--- src/rtl/input_debouncer.sv ---
// -----------------------------------------------------------------------------
// input_debouncer
//
// Synchronizes a raw, bouncy level (pin or push button) into the clk domain
// and only lets the debounced output q follow once the synchronized level has
// differed from q for STABLE_CYCLES consecutive edges. Any return of the
// synchronized level to q during qualification restarts the count from zero.
//
// Parameters
//   STABLE_CYCLES : edges a new level must hold before q follows (1..2^CNT_W-1).
//                   A value of 1 makes the block a plain synchronizer.
//   CNT_W         : width of the stability counter.
//
// Ports
//   clk  : single clock, all state updates on the rising edge.
//   rst  : asynchronous, active-high reset; clears every flop.
//   d    : raw asynchronous input level.
//   q    : debounced, synchronized level (registered).
//   busy : high while a candidate level change is being qualified
//          (stability counter non-zero), registered alongside the counter.
//
// Configuration
//   SYNC_STAGE3_EN : when defined, the synchronizer is three flops deep
//                    (s1, s2, s3) and s3 feeds the debounce logic, adding one
//                    edge of latency. When undefined, a two-flop chain is used.
//
// No handshake: d is a free-running level and q/busy are plain levels.
// -----------------------------------------------------------------------------
module input_debouncer #(
  parameter int STABLE_CYCLES = 4,
  parameter int CNT_W         = 8
) (
  input  logic clk,
  input  logic rst,
  input  logic d,
  output logic q,
  output logic busy
);

  // Last counter value before q is allowed to update.
  localparam logic [CNT_W-1:0] CNT_LAST = CNT_W'(STABLE_CYCLES - 1);
  localparam logic [CNT_W-1:0] CNT_ONE  = CNT_W'(1);

  logic             s1_q, s1_d;
  logic             s2_q, s2_d;
`ifdef SYNC_STAGE3_EN
  logic             s3_q, s3_d;
`endif
  logic [CNT_W-1:0] cnt_q, cnt_d;
  logic             q_q, q_d;
  logic             busy_q, busy_d;

  // Level seen by the debounce logic: the last synchronizer stage.
  logic             sync_lvl;

`ifdef SYNC_STAGE3_EN
  assign sync_lvl = s3_q;
`else
  assign sync_lvl = s2_q;
`endif

  always_comb begin
    s1_d   = d;
    s2_d   = s1_q;
`ifdef SYNC_STAGE3_EN
    s3_d   = s2_q;
`endif
    cnt_d  = '0;
    q_d    = q_q;

    if (sync_lvl == q_q) begin
      // Idle, or a bounce ended the candidate change: start over.
      cnt_d = '0;
    end else if (cnt_q == CNT_LAST) begin
      // Level held long enough: follow it and rearm in the same edge.
      q_d   = sync_lvl;
      cnt_d = '0;
    end else begin
      // Saturates at CNT_LAST by construction, so the counter never wraps.
      cnt_d = cnt_q + CNT_ONE;
    end

    // busy is registered from the next counter value so it tracks cnt_q
    // exactly and is low on the edge where q updates.
    busy_d = (cnt_d != '0);
  end

  always_ff @(posedge clk or posedge rst) begin
    if (rst) begin
      s1_q   <= 1'b0;
      s2_q   <= 1'b0;
`ifdef SYNC_STAGE3_EN
      s3_q   <= 1'b0;
`endif
      cnt_q  <= '0;
      q_q    <= 1'b0;
      busy_q <= 1'b0;
    end else begin
      s1_q   <= s1_d;
      s2_q   <= s2_d;
`ifdef SYNC_STAGE3_EN
      s3_q   <= s3_d;
`endif
      cnt_q  <= cnt_d;
      q_q    <= q_d;
      busy_q <= busy_d;
    end
  end

  assign q    = q_q;
  assign busy = busy_q;

endmodule
--- config.mk ---
export PLATFORM = sky130hd
export DESIGN_NAME = input_debouncer
export DESIGN_NICKNAME = d
export VERILOG_FILES = /design/src/rtl/input_debouncer.sv
export SDC_FILE = /design/constraint.sdc
export NUM_CORES = 1
export LEC_CHECK = 0
export ABC_AREA = 0
export ABC_CLOCK_PERIOD_IN_PS = 2600
export CORE_UTILIZATION = 40
export DETAILED_ROUTE_END_ITERATION = 10
export PLACE_DENSITY = 0.65
export SYNTH_ARGS = -nofsm -noshare
export SYNTH_HDL_FRONTEND = slang
export SYNTH_SLANG_ARGS = --single-unit
--- constraint.sdc ---
create_clock -name clk -period 2.6 [get_ports clk]
set_input_delay 0.52 -clock clk [delete_from_list [all_inputs] [get_ports clk]]
set_output_delay 0.52 -clock clk [all_outputs]
set_load 0.05 [all_outputs]
==> results.toml <==
[critical_path]
critPathCaptureType = "primary output"
critical_path_arrival_ps = 1460
cp_data_required_time_ps = 2080
critical_path_class = "reg -> out"
slowest_delay_ps = 810
cpMaxStageDelayCell = "clkdlybuf4s50_1"
startpoint_type = "flop"
path_buf_inv = 1
critical-path-top-delay-family = "buffers and inverters"
critical_path.max_fanout = 3
cp_cell_sequence = "clkdlybuf4s50_1"

[clock_tree]
clkTransAtPathRegs_ps = 80
cts_tree = "done"
h-tree-depth = 1
cts_buffers = 3
post-cts-setup-buffers = 0
cts-hold-fix-buffers = 0
cts.path.max_buffers = 2
clk_latency_ps = 270
post_cts_resized = 0
cts-root-buf = "clkbuf_4"
cts_num_sinks = 12

[sta]
worst_pin_slew_ps = 490
setup_tns_ps = 0
slew_headroom = 0.672
setup_ws_ps = 618
setup_viol = 0
maxSlewViolCount = 0
period_share = 0.762
hold_viol = 0
clock_skew_ps = 8.68
rsz0062_at_grt = "no"
achievable-frequency_ghz = 0.505
period_needed_ps = 1980

[placed_design]
port-buffer-count = 4
gp_congestion = 0.750
preCtsSetupSlack_ps = 914
hpwl_um = 651

[layout]
syn2layout_area_growth_pct = 14.5
ff_latch_area_um2 = 300
post-route-util = 0.502
final_common_cell = "dfrtp_1"
fill_cells = 126
nets = 66
most-common-layout-cells = "dfrtp_1, nor2_1"
drive_gt1_frac = 0.100
multiInputGateArea_um2 = 259
insertedDiodeCount = 0

[logic_synthesis]
synth-xor-area-share = 0.121
synth_cell_types = 20
synth_warnings = 0
syn-num-nets = 58
synth_area_leader_cell = "dfrtp_1"
yosys.area_share.simple = 0.188
synth_top_area_frac = 0.519
yosysSeqAreaShare = 0.519
synth.area.top_cells = "dfrtp_1, nor2_1, xnor2_1"
netlist_area_um2 = 578
synthAdderAreaFrac = 0.0433
synth_top_family_by_area = "simple AND/OR/NAND/NOR gates"
synth-seq-cells = 12
syn_area_per_cell_um2 = 10.9
synthMuxAreaShare = 0.0368
netlist_instances = 53
synth_compound_area_frac = 0.0584

[global_routing]
grt_overflow_total = 0
antenna_found_initial = 0
grt_use_met3 = 0.0500
grt_max_degree = 13
grt_pass1_wl_mm = 1.45
grt_use_total = 0.148
grtUsageMet2 = 0.202
grt.busiest_layer = "met2"
grt_use_met1 = 0.182
grt_pass1_vias = 347

[routing]
post_drt_wl_per_cell_um = 12.1
postRouteAntennaNets = 0
via_count = 385
drtPass1Iterations = 4
routed_wl_um = 906
post-route-drc-count = 0
drt_iter0_markers = 8
vias_per_cell = 5.13

[floorplan]
die_x_um = 40.0
num_rows = 13
num_io_pins = 5
die_area_um2 = 1600
fp.dieH_um = 40.0
initial_core_util = 0.439
core-area_um2 = 1320

[pwr]
ir_worst_vdd_mv = 0.479
power.density_nw_per_um2 = 904
p_leak_uw = 0.000302

[job]
cap_violations = 0

[hold_path]
min_path_type = "reg -> reg"

[status]
status = "finished clean"
report_power, final:
group | switching [µW] | leakage [µW] | internal (µW)
clock | 60.9 | 0.0000210 | 85.1
combinational | 124 | 0.000124 | 76.6
sequential | 30.3 | 0.000157 | 221
total | 215 | 0.000302 | 383
per-layer routing:
layer  wire, µm  up-vias
met5          0        -
met4         12        0
met3         28        2
met2        418        3
met1        446      186
li1           -      194
metrics by stage:
step | instances | hold slack [ps] | cell area [µm²] | total power (µW)
2_1_floorplan | 53 | 331 | 578 | 399
3_3_place_gp | 71 | 334 | 626 | 456
3_5_place_dp | 71 | 339 | 626 | 459
4_1_cts | 75 | 360 | 662 | 608
5_1_grt | 75 | 379 | 662 | 640
6_report | 75 | 357 | 662 | 598
area by class of cell:
cell class	instances	area share
timing repair buffer	4	0.0605
sequential	12	0.454
tap	15	0.0284
multi-input combinational	38	0.391
inverter	2	0.0113
clock buffer	4	0.0548
registers in the layout, indices dropped and copies added, names as in the netlist:
register and cells:
cnt_q 8, busy 1, q 1, s1_q 1, s2_q 1
cells by family (layout without fill, tap and decap cells):
group                    after synthesis  count (layout)
flip-flops                            12              12
adder cells (fa/ha/maj)                2               2
multiplexers                           2               2
AND/OR/NAND/NOR                       22              22
AO/OA/AOI/OAI                          4               4
XOR/XNOR                               8               8
buffers and inverters                  3              10
synth_stat cells:
| cell | instances |
|---|---|
| ha_1 | 2 |
| a31oi_1 | 1 |
| inv_1 | 2 |
| nand2_1 | 1 |
| and3_2 | 1 |
| nor2_1 | 10 |
| dfrtp_1 | 12 |
| or2b_1 | 1 |
| and3_1 | 3 |
| mux2i_1 | 1 |
| xor2_1 | 4 |
| buf_6 | 1 |
| nand3_1 | 4 |
| xnor2_1 | 4 |
| a311oi_1 | 1 |
| a31o_1 | 1 |
| mux2_2 | 1 |
| nor3b_1 | 1 |
| a32o_1 | 1 |
| nand2b_1 | 1 |
path summary, 6_finish.rpt:
path / slack [ps] / to / start / depth (start not counted)
max: 620 / q / q / 1
min: 360 / s2_q / s1_q / 0
max reg2reg: 1190 / cnt_q[6] / cnt_q[0] / 5
min reg2reg: 360 / s2_q / s1_q / 0
max in group asynchronous: 1740 / cnt_q[6] / rst / 2
min in group asynchronous: 550 / cnt_q[5] / rst / 2
Power figures use the tool's default switching activity.
